--- src/rtl/exc_pkg.sv ---
// Shared definitions for the memory-stage exception controller: cause codes,
// exc_flags bit positions, handler vector, FSM states and the CP0 bus layout.
package exc_pkg;

  localparam logic [31:0] EXC_VECTOR = 32'hBFC0_0380;

  // Bit positions inside exc_flags
  localparam int FLAG_ADEL_IF = 0;
  localparam int FLAG_RI      = 1;
  localparam int FLAG_OV      = 2;
  localparam int FLAG_SYS     = 3;
  localparam int FLAG_BP      = 4;
  localparam int FLAG_ADEL_LD = 5;
  localparam int FLAG_ADES    = 6;
  localparam int FLAG_ERET    = 7;

  typedef enum logic [3:0] {
    EXC_NONE = 4'h0,
    EXC_INT  = 4'h1,
    EXC_ADEL = 4'h4,
    EXC_ADES = 4'h5,
    EXC_SYS  = 4'h8,
    EXC_BP   = 4'h9,
    EXC_RI   = 4'hA,
    EXC_OV   = 4'hC,
    EXC_ERET = 4'hE
  } exc_code_e;

  typedef enum logic [1:0] {
    ST_IDLE     = 2'd0,
    ST_FLUSH    = 2'd1,
    ST_REDIRECT = 2'd2
  } exc_state_e;

  // 69-bit record handed to CP0; field order fixes the packed layout.
  typedef struct packed {
    logic [31:0] badaddr;
    logic        delayslot;
    logic [31:0] pc;
    exc_code_e   code;
  } cp0_bus_t;

  // Interrupt request: any enabled pending line, global IE set, not in EXL.
  function automatic logic irq_pending(input logic [31:0] status,
                                       input logic [31:0] cause);
    return (|(cause[15:8] & status[15:8])) & status[0] & ~status[1];
  endfunction

endpackage

--- src/rtl/exc_prio_enc.sv ---
// Combinational priority selection of the memory-stage event and its
// faulting address. Pure logic; the FSM decides whether the result is used.
module exc_prio_enc
  import exc_pkg::*;
(
  input  logic        valid,
  input  logic        irq,
  input  logic [7:0]  flags,
  input  logic [31:0] pc,
  input  logic [31:0] badaddr_in,
  output logic        hit,
  output logic        is_eret,
  output logic [3:0]  code,
  output logic [31:0] badaddr
);

  exc_code_e code_s;

  // NOTE: every output gets a default first so no path through the
  // if/else chain leaves a value unassigned and infers a latch.
  always_comb begin
    code_s  = EXC_NONE;
    badaddr = '0;
    if (valid) begin
      if (irq) begin
        code_s = EXC_INT;
      end else if (flags[FLAG_ADEL_IF]) begin
        code_s  = EXC_ADEL;
        badaddr = pc;
      end else if (flags[FLAG_RI]) begin
        code_s = EXC_RI;
      end else if (flags[FLAG_OV]) begin
        code_s = EXC_OV;
      end else if (flags[FLAG_SYS]) begin
        code_s = EXC_SYS;
      end else if (flags[FLAG_BP]) begin
        code_s = EXC_BP;
      end else if (flags[FLAG_ADEL_LD]) begin
        code_s  = EXC_ADEL;
        badaddr = badaddr_in;
      end else if (flags[FLAG_ADES]) begin
        code_s  = EXC_ADES;
        badaddr = badaddr_in;
      end else if (flags[FLAG_ERET]) begin
        code_s = EXC_ERET;
      end
    end
  end

  assign code    = code_s;
  assign hit     = (code_s != EXC_NONE);
  assign is_eret = (code_s == EXC_ERET);

endmodule

--- src/rtl/except_ctrl.sv ---
// Memory-stage exception controller: reports the selected event to CP0,
// then flushes the pipeline and redirects fetch to the handler or EPC.
module except_ctrl
  import exc_pkg::*;
(
  input  logic        clk,
  input  logic        rst,
  input  logic        m_valid,
  input  logic [31:0] m_pc,
  input  logic        m_delayslot,
  input  logic [31:0] m_badaddr,
  input  logic [7:0]  exc_flags,
  input  logic [31:0] cp0_status,
  input  logic [31:0] cp0_cause,
  input  logic [31:0] cp0_epc,
  input  logic        fetch_ready,
  output logic [68:0] m_cp0_bus,
  output logic        flush,
  output logic        stall,
  output logic        redirect_valid,
  output logic [31:0] redirect_pc
);

  exc_state_e  state, next_state;
  logic [31:0] target_q;
  logic        eret_q;

  logic        sel_hit;
  logic        sel_eret;
  logic [3:0]  sel_code;
  logic [31:0] sel_badaddr;
  logic        take;
  cp0_bus_t    bus_s;

  exc_prio_enc u_prio (
    .valid      (m_valid),
    .irq        (irq_pending(cp0_status, cp0_cause)),
    .flags      (exc_flags),
    .pc         (m_pc),
    .badaddr_in (m_badaddr),
    .hit        (sel_hit),
    .is_eret    (sel_eret),
    .code       (sel_code),
    .badaddr    (sel_badaddr)
  );

  // Events are only accepted from IDLE; anything arriving mid-sequence is dropped.
  assign take = (state == ST_IDLE) && !rst && sel_hit;

  // NOTE: sequential state uses non-blocking assignments so every register
  // samples pre-edge values regardless of statement order.
  always_ff @(posedge clk) begin
    if (rst) begin
      state    <= ST_IDLE;
      target_q <= '0;
      eret_q   <= 1'b0;
    end else begin
      state <= next_state;
      if (take) begin
        eret_q   <= sel_eret;
        target_q <= sel_eret ? '0 : EXC_VECTOR;
      end else if (state == ST_FLUSH && eret_q) begin
        // EPC is read one cycle late so an MTC0 retiring alongside is seen.
        target_q <= cp0_epc;
      end
    end
  end

  always_comb begin
    next_state     = state;
    flush          = 1'b0;
    stall          = 1'b0;
    redirect_valid = 1'b0;
    case (state)
      ST_IDLE: begin
        if (take) next_state = ST_FLUSH;
      end
      ST_FLUSH: begin
        flush      = 1'b1;
        stall      = 1'b1;
        next_state = ST_REDIRECT;
      end
      ST_REDIRECT: begin
        stall          = 1'b1;
        redirect_valid = 1'b1;
        if (fetch_ready) next_state = ST_IDLE;
      end
      default: next_state = ST_IDLE;
    endcase
    if (rst) begin
      next_state     = ST_IDLE;
      flush          = 1'b0;
      stall          = 1'b0;
      redirect_valid = 1'b0;
    end
  end

  assign redirect_pc = redirect_valid ? target_q : '0;

  always_comb begin
    bus_s = '0;
    if (take) begin
      bus_s.badaddr   = sel_badaddr;
      bus_s.delayslot = m_delayslot;
      bus_s.pc        = m_pc;
      bus_s.code      = exc_code_e'(sel_code);
    end
  end

  assign m_cp0_bus = bus_s;

endmodule

--- config.mk ---
export PLATFORM = sky130hd
export DESIGN_NAME = except_ctrl
export DESIGN_NICKNAME = d
export VERILOG_FILES = /design/src/rtl/exc_pkg.sv /design/src/rtl/exc_prio_enc.sv /design/src/rtl/except_ctrl.sv
export SDC_FILE = /design/constraint.sdc
export NUM_CORES = 1
export LEC_CHECK = 0
export BUFFER_PORTS_ARGS = -buffer_cell sky130_fd_sc_hd__buf_2
export CORE_AREA = 2 2 108 110
export DETAILED_ROUTE_END_ITERATION = 6
export DIE_AREA = 0 0 110 112
export PLACE_DENSITY = 0.62
export SETUP_SLACK_MARGIN = 0.15
export SLEW_MARGIN = 40
export SYNTH_ARGS = -nofsm -noshare
export SYNTH_HDL_FRONTEND = slang
export SYNTH_SLANG_ARGS = --single-unit
--- constraint.sdc ---
create_clock -name clk -period 2.26 [get_ports clk]
set_input_delay 0.226 -clock clk [delete_from_list [all_inputs] [get_ports clk]]
set_output_delay 0.226 -clock clk [all_outputs]
set_load 0.01 [all_outputs]
==> results.tsv, run 1 <==
metric	value	unit
synth_top_area_cell	dfxtp_1	
min_period_over_period	100.7	%
synth_area	2510	um^2
maxCapViolCount	0	
ys_seq_area_share	27.92	%
violations	negative setup slack	
synth.yosys.warnings	0	
synthFlopType	dfxtp_1	
worst-setup-path-type	register to primary output	
synth.most_common_cell	and2_1	
period_needed	2.275	ns
numCtsBuffers	5	
drt_iter0_drc	158	
synth-edff-count	0	
gp_congestion	0.8270	
critPathMaxFanout	8	
syn_nets	538	
dieArea	12320	um^2
fin_util	39.28	%
synth_area_leaders	dfxtp_1 28%, and2_1 17%, a22oi_1 11%	
area_delta_synth_final	74.88	%
cts_root_buf	clkbuf_16	
placementRows	39	
htreeDepth	2	
worst_pin_slew	0.4902	ns
dp_hpwl	8228	um
vdd_drop_max	0.0003899	V
worstPathRequired	2.03	ns
totalWireLength	11180	um
gr-total-overflow	0	
end_kind	primary output	
fin_ws	-0.01512	ns
worstPathArrival	2.05	ns
ys_ff_latch	35	
avgSynthCellArea	6.972	um^2
post_drt_wl_per_cell	15.21	um
core_area	11170	um^2
nFillCells	1143	
vias_per_cell	4.773	
yosys-top-cells-count	69 x and2_1, 68 x nand2_1, 41 x nor2_1, 36 x a22oi_1, 35 x dfxtp_1	
setup_viol	3	
fp.dieH	112	um
final_nets	768	
clock_path_buffers	2	
numPortBuffers	230	
drc	0	
cts.clk_slew.worst_paths	0.06	ns
status	complete, but fails checks	
synthDistinctLibCells	34	
drive_above_1_share	50.42	%
ant_nets	0	
start_util	22.46	%
total_power	2.611	mW
vias	3508	
cts_tree	built	
async_reset_ff_share	0	%
antenna_found_initial	1	
p_leak	2.138	nW
grt_pass1_vias	3331	
slew_violations	0	
rsz0062_at_grt	true	
synthCells	360	
skew	0.005503	ns
io_pins	277	
hold_violations	0	
grt.total_usage	16.59	%
die_x	110	um
grt_start_max_net_pins	36	
hp-class	primary input to register	
max_clock_freq	0.4395	GHz
relSlewSlack	67.32	%
powerDensity	594.8	nW/um^2
grt_pass1_wl	16410	um
clk_latency	0.27	ns
clkSinkCount	35	
start_kind	register	
synth_top_area_share	27.92	%
first_pass_iters	4	
## layout by cell type (no fill, tap or decap), types with 3 or more instances in the layout
cell type,instances
nor2b_1,3
buf_12,4
a21oi_1,24
clkbuf_16,6
a31oi_1,13
buf_2,216
nor2_2,12
nor3_1,3
inv_1,3
nand2_1,67
a22oi_1,36
dfxtp_1,34
buf_6,15
nor2_4,14
buf_4,14
nor2_1,15
and2_1,69
a21o_1,3
ha_1,4
## worst max-delay path, stage by stage, from the launching register on
cell and delay, ns:
dfxtp_2 0.32, inv_2 0.07, ha_4 0.15, nand2_4 0.05, buf_6 0.11, or4b_4 0.63, clkbuf_16 0.22, nor2_1 0.11
buf_2 0.14
## stage by stage
| step | setup slack (ns) | hold slack [ns] | instances | instance area, um^2 | TNS [ns] |
|---|---|---|---|---|---|
| after detailed placement | 0.1552 | 0.4444 | 716 | 3825 | 0 |
| after global routing | -0.09316 | 0.1909 | 735 | 4389 | -1.667 |
| final | -0.01512 | 0.1888 | 735 | 4389 | -0.03217 |
| after CTS | -0.001810 | 0.1845 | 731 | 4199 | -0.004546 |
| after global placement | 0.1059 | 0.4381 | 716 | 3817 | 0 |
| after floorplan | 0.3144 | 0.3620 | 360 | 2510 | 0 |
## metal layers
metal / track usage [%] / part of all wire, % / vias up / wire, um
met5: 0 / 0 / - / 0
met4: 4.895 / 1.8 / 0 / 206
met3: 3.689 / 9.0 / 17 / 1010
met2: 31.37 / 51 / 165 / 5749
met1: 17.92 / 38 / 1634 / 4210
li1: - / - / 1692 / -
## registers in the layout, indices dropped and copies added, names as in the netlist
signal,flops
target_q,32
eret_q,1
state,2
## cell type report
cell class / instances / area, um^2 / share of cell area (%)
Timing Repair Buffer: 252 / 1515 / 34.52
Inverter: 5 / 18.77 / 0.4276
Tap cell: 143 / 178.9 / 4.076
Clock buffer: 6 / 128.9 / 2.936
Antenna cell: 1 / 2.502 / 0.05701
Clock inverter: 2 / 12.51 / 0.2851
Multi-Input combinational cell: 291 / 1831 / 41.70
Sequential cell: 35 / 701.9 / 15.99
## timing repair
action                                  CTS  global route
hold endpoints to repair                  0             0
resized for setup                        35            32
pin swaps                                 9             8
endpoints found under the setup margin   66            66
hold buffers                              0             0
setup buffers                             4             2
cloned                                    3             1
## worst paths after layout
check,from,endpoint,slack (ns),depth (start not counted)
min reg2reg,target_q[13],target_q[13],0.45,2
min,cp0_epc[10],target_q[10],0.19,3
max reg2reg,state[1],target_q[8],0.63,7
max,state[0],m_cp0_bus[41],-0.02,8
## where the power goes
| part | leakage, nW | switching, mW | total (mW) | internal (mW) |
|---|---|---|---|---|
| Combinational | 1.78 | 0.646 | 1.21 | 0.563 |
| Sequential | 0.286 | 0.0425 | 0.746 | 0.703 |
| Clock | 0.0669 | 0.250 | 0.656 | 0.406 |
| Total | 2.14 | 0.938 | 2.61 | 1.67 |
## cells by family (layout without fill, tap and decap cells)
group	Yosys count	count (layout)	share of synthesized area, %
AO/OA/AOI/OAI	89	90	24.08
adder cells (fa/ha/maj)	5	5	2.493
buffers and inverters	35	265	6.879
flip-flops	35	35	27.92
other	0	1	0
AND/OR/NAND/NOR	196	196	38.63
Note: power is estimated with default switching activity, not from simulation.
==> inputs of run 2 (changes only) <==
ABC_AREA = 1   (was not set)
PLACE_DENSITY = 0.64   (was 0.62)
==> run 2 against run 1 <==
Effect of this change: the flow now finishes without violations; highest routed layer is now met5; final cell count rose by 13%; largest power group unchanged; via count rose by 2.2%; synthesized cell count rose by 28%; area after synthesis rose by 9.8%; die area did not move; power rose by 1.8%; flip-flop and latch count did not move.
==> results.tsv, run 2 <==
metric	value	unit	change
yosys-top-cells-count	145 x nor2_1, 92 x inv_1, 43 x nand2_1, 35 x dfxtp_1, 24 x a22oi_1		
slowest_delay	0.34	ns	-0.29 ns
post-place-ws	0.2458	ns	+0.09063 ns
fp.dieH	112	um	unchanged
ys_seq_area_share	25.43	%	-2.5 points
hp-class	primary input to register		
crit_path_top_delay_cell	dfxtp_2		
totalWireLength	10770	um	-3.7%
synthCells	460		+28%
layout_common_cells	230 x buf_2, 142 x nor2_1, 90 x inv_1, 41 x nand2_1, 33 x dfxtp_1		
vias	3586		+2.2%
cp_common_cell	nor2_2		
top_register	target_q		
synth.most_common_cell	nor2_1		
ant_nets	0		unchanged
htreeDepth	2		unchanged
dp_hpwl	8335	um	+1.3%
synth_area_leaders	dfxtp_1 25%, nor2_1 20%, inv_1 13%		
ys_ff_latch	35		unchanged
start_util	24.66	%	+2.2 points
synthFlopType	dfxtp_1		
antenna_found_initial	10		+9
gr-total-overflow	0		unchanged
status	completed		
area_delta_synth_final	57.04	%	
gp_congestion	0.8554		+3.4%
max_clock_freq	0.4965	GHz	+13%
worstPathRequired	2.03	ns	about the same
first_pass_iters	4		unchanged
fin_ws	0.2461	ns	+0.2612 ns
stdcell_area	4327	um^2	-1.4%
powerDensity	614.1	nW/um^2	+3.2%
vdd_drop_max	0.0003360	V	-14%
min_period_over_period	89.11	%	-12 points
p_leak	2.522	nW	+18%
grt_start_max_net_pins	36		unchanged
numCtsBuffers	5		unchanged
relSlewSlack	74.91	%	+7.6 points
layout_commonest_cell	buf_2		
dp_cells	816		+14%
skew	0.002631	ns	-0.002871 ns
io_pins	277		unchanged
worst-setup-path-type	register to primary output		
cp_cell_sequence	inv_2 -> ha_4 -> inv_1 -> nor2_2 -> nand2_4 -> inv_4 -> nand3_4 -> clkbuf_16 -> nor2_2 -> buf_2		
drt_iter0_drc	189		+20%
worstPathArrival	1.79	ns	-0.26 ns
postPlaceCellArea	4045	um^2	+5.8%
die_x	110	um	unchanged
clkSinkCount	35		unchanged
post_drt_wl_per_cell	12.96	um	-15%
grt_pass1_wl	15480	um	-5.6%
cts_root_buf	clkbuf_16		
worst_pin_slew	0.3764	ns	-0.1139 ns
cts.clk_slew.worst_paths	0.06	ns	about the same
drc	0		unchanged
critPathMaxFanout	8		unchanged
drive_above_1_share	43.13	%	-7.3 points
core_area	11170	um^2	unchanged
async_reset_ff_share	0	%	unchanged
clk_latency	0.27	ns	about the same
rsz0062_at_grt	false		
syn_nets	638		+19%
end_kind	primary output		
synth_top_area_share	25.43	%	-2.5 points
setup_viol	0		-3
hold_violations	0		unchanged
placementRows	39		unchanged
finalSetupTns	0	ns	+0.03217 ns
final_nets	861		+12%
start_kind	register		
grt.total_usage	16.02	%	-0.57 points
largest_register_ffs	32		unchanged
maxCapViolCount	0		unchanged
stdcell_count	831		+13%
fin_util	38.72	%	-0.56 points
synthDistinctLibCells	27		-21%
cts_tree	built		
dieArea	12320	um^2	unchanged
period_needed	2.014	ns	-0.2612 ns
slew_violations	0		unchanged
grt_pass1_vias	3191		-4.2%
avgSynthCellArea	5.989	um^2	-14%
reg_top3	target_q x32, state x2, eret_q x1		
synth.yosys.warnings	0		unchanged
synth_top_area_cell	dfxtp_1		
numPortBuffers	230		unchanged
synth_area	2755	um^2	+9.8%
vias_per_cell	4.315		-9.6%
synth-edff-count	0		unchanged
clock_path_buffers	2		unchanged
-- run 2: final timing paths --
kind	start	end	slack (ns)	depth (start not counted)
setup / recovery	state[0]	m_cp0_bus[50]	0.25	10
hold / removal	cp0_epc[3]	target_q[3]	0.24	3
setup reg to reg	state[0]	target_q[5]	0.61	9
hold reg to reg	target_q[1]	target_q[1]	0.46	2
-- run 2: metrics by stage --
stage	power, mW	hold slack, ns
after floorplan	1.448	0.4052
after global placement	1.814	0.4513
after detailed placement	1.816	0.4516
after CTS	2.605	0.2358
after global routing	2.876	0.2404
final	2.657	0.2363
-- run 2: final cells by class --
cell class	instances	area, um^2
Antenna cell	4	10.01
Clock buffer	5	125.1
Clock inverter	3	43.79
Fill cell	1228	6848
Inverter	97	366.6
Multi-Input combinational cell	300	1595
Sequential cell	35	703.2
Tap cell	143	178.9
Timing Repair Buffer	244	1304
-- run 2: repair_timing --
| action | 4_1_cts | 5_1_grt |
|---|---|---|
| pin swaps | 0 | 1 |
| buffers inserted | 0 | 1 |
| gates resized for setup | 2 | 12 |
| hold buffers | 0 | 0 |
| endpoints found under the hold margin | 0 | 0 |
| gates cloned | 0 | 2 |
| setup endpoints to repair | 4 | 54 |
-- run 2: power by group --
part / internal [mW] / switching [mW]
Combinational: 0.439 / 0.676
Sequential: 0.719 / 0.0496
Clock: 0.519 / 0.255
Total: 1.68 / 0.980
-- run 2: critical path, delay by kind of cell, from the launching register on --
kind / cells / cell delay, ns
buffers and inverters: 5 / 0.58
AND/OR/NAND/NOR: 4 / 0.46
flip-flops: 1 / 0.34
adder cells (fa/ha/maj): 1 / 0.14
-- run 2: kinds of logic after synthesis --
kind of cell             after synthesis  synth area share (%)
AND/OR/NAND/NOR                      214                 33.02
adder cells (fa/ha/maj)                5                 2.271
buffers and inverters                125                 18.21
flip-flops                            35                 25.43
AO/OA/AOI/OAI                         81                 21.07
-- run 2: per-layer routing --
| layer | track usage, % | up-vias | part of all wire, % |
|---|---|---|---|
| met1 | 18.00 | 1539 | 40 |
| met4 | 2.954 | 10 | 0.66 |
| met5 | 0 | - | 0.70 |
| met3 | 8.607 | 16 | 13 |
| met2 | 26.83 | 154 | 45 |
| li1 | - | 1867 | - |
==> inputs of run 3 (changes only) <==
clock period = 2.3 ns   (was 2.26 ns; I/O delays follow)
==> run 3 against run 2 <==
Effect of this change: clock skew is essentially flat; via count fell by 0.33%; power is 8.5% lower; flip-flop and latch count unchanged; non-clock buffer count is 5 lower; count of clock-buffer cells in the layout up 1; final area fell by 2.7%; largest power group unchanged.
==> results.tsv, run 3 (synthesis results as in run 2) <==
metric	value	unit	change
status	completed		
worstPathArrival	1.79	ns	about the same
cts_tree	built		
drt_iter0_drc	171		-9.5%
cts_hold_buf	0		unchanged
htreeDepth	2		unchanged
vias_per_cell	4.332		+0.39%
drc	0		unchanged
cts_setup_buffers	0		unchanged
clock_path_buffers	2		unchanged
clkSinkCount	35		unchanged
worstPathRequired	2.07	ns	+0.04 ns
fp.dieH	112	um	unchanged
p_leak	2.470	nW	-2.0%
total_power	2.431	mW	-8.5%
io_pins	277		unchanged
crit_family	buffers and inverters		
finalSetupTns	0	ns	unchanged
first_pass_iters	4		unchanged
maxCapViolCount	0		unchanged
vias	3574		-0.33%
reg_top3	target_q x32, state x2, eret_q x1		
crit_path_top_delay_cell	dfxtp_1		
worst_pin_slew	0.3435	ns	-0.03285 ns
grt.total_usage	16.40	%	+0.38 points
gr-total-overflow	0		unchanged
max_clock_freq	0.4955	GHz	
stdcell_area	4212	um^2	-2.7%
final_nets	856		-0.58%
vdd_drop_max	0.0003595	V	+7.0%
end_kind	primary output		
drive_above_1_share	41.68	%	-1.4 points
antenna_found_initial	10		unchanged
start_util	24.66	%	unchanged
cp_common_cell	inv_2		
layout_common_cells	230 x buf_2, 142 x nor2_1, 90 x inv_1, 42 x nand2_1, 35 x dfxtp_1		
top_register	target_q		
core_area	11170	um^2	unchanged
numPortBuffers	230		unchanged
rsz0062_at_grt	true		
setup_viol	0		unchanged
clk_latency	0.27	ns	about the same
gp_congestion	0.8478		-0.89%
grt_start_max_net_pins	52		+44%
start_kind	register		
die_x	110	um	unchanged
hold_violations	0		unchanged
min_period_over_period	87.74	%	
grt_pass1_vias	3116		-2.4%
cp_cell_sequence	inv_2 -> ha_1 -> inv_1 -> nor2_2 -> nand2_4 -> inv_2 -> nand3_2 -> buf_12 -> nor3_1 -> buf_2		
period_needed	2.018	ns	
slew_violations	0		unchanged
critPathBufInv	5		unchanged
placementRows	39		unchanged
largest_register_ffs	32		unchanged
numCtsBuffers	5		unchanged
worst-setup-path-type	register to primary output		
skew	0.002522	ns	-0.0001092 ns
postPlaceCellArea	4055	um^2	+0.25%
critPathMaxFanout	32		+24
dp_hpwl	8254	um	-0.97%
totalWireLength	10480	um	-2.7%
post_drt_wl_per_cell	12.70	um	-2.0%
area_delta_synth_final	52.86	%	
hp-class	primary input to register		
powerDensity	577.2	nW/um^2	-6.0%
relSlewSlack	77.02	%	+2.1 points
slowest_delay	0.35	ns	about the same
cts_root_buf	clkbuf_16		
fin_util	37.69	%	-1.0 points
dieArea	12320	um^2	unchanged
cts.clk_slew.worst_paths	0.05	ns	about the same
ant_nets	0		unchanged
layout_commonest_cell	buf_2		
grt_pass1_wl	15750	um	+1.7%
## run 3: path summary, 6_finish.rpt
check	slack [ns]	depth (start not counted)	start	end
max	0.28	10	state[0]	m_cp0_bus[48]
min reg2reg	0.46	2	target_q[10]	target_q[10]
min	0.24	3	cp0_epc[1]	target_q[1]
max reg2reg	0.53	9	state[0]	target_q[31]
## run 3: repair_timing
action | 4_1_cts | 5_1_grt
endpoints found under the hold margin | 0 | 0
setup endpoints to repair | 0 | 32
resized for setup | 0 | 5
## run 3: cell type report
type                       instances  area, um^2
fill                            1238        6963
inverter                          97       364.1
multi-input combinational        300        1563
timing repair buffer             239        1256
antenna                            3       7.507
tap                              143       178.9
clock inverter                     2       12.51
sequential                        35       700.7
clock buffer                       6       128.9
## run 3: worst reg2reg max path: stages, from the launching register on
cell,delay (ns)
dfxtp_1,0.40
inv_2,0.07
ha_1,0.21
inv_1,0.11
nor2_2,0.06
nand2_4,0.08
buf_12,0.24
nand2_2,0.22
o21ai_0,0.23
nor2_1,0.05
## run 3: report_power, final
part           total, mW  internal [mW]  switching (mW)
clock network      0.640          0.399           0.241
logic               1.04          0.395           0.643
registers          0.752          0.703          0.0489
## run 3: through the flow
stage	setup slack, ns	hold slack, ns	std cells
after floorplan	0.6374	0.4092	460
final	0.2820	0.2374	825
after CTS	0.1516	0.2361	822
after global placement	0.2787	0.4515	814
after global routing	0.1470	0.2434	822
after detailed placement	0.2941	0.4493	814
## run 3: metal layers
layer  vias up  track usage (%)  part of all wire, %
met2       152            27.85                   46
li1       1861                -                    -
met4        12            2.616                 0.50
met1      1533            18.27                   40
met5         -                0                 0.68
met3        16            8.782                   13
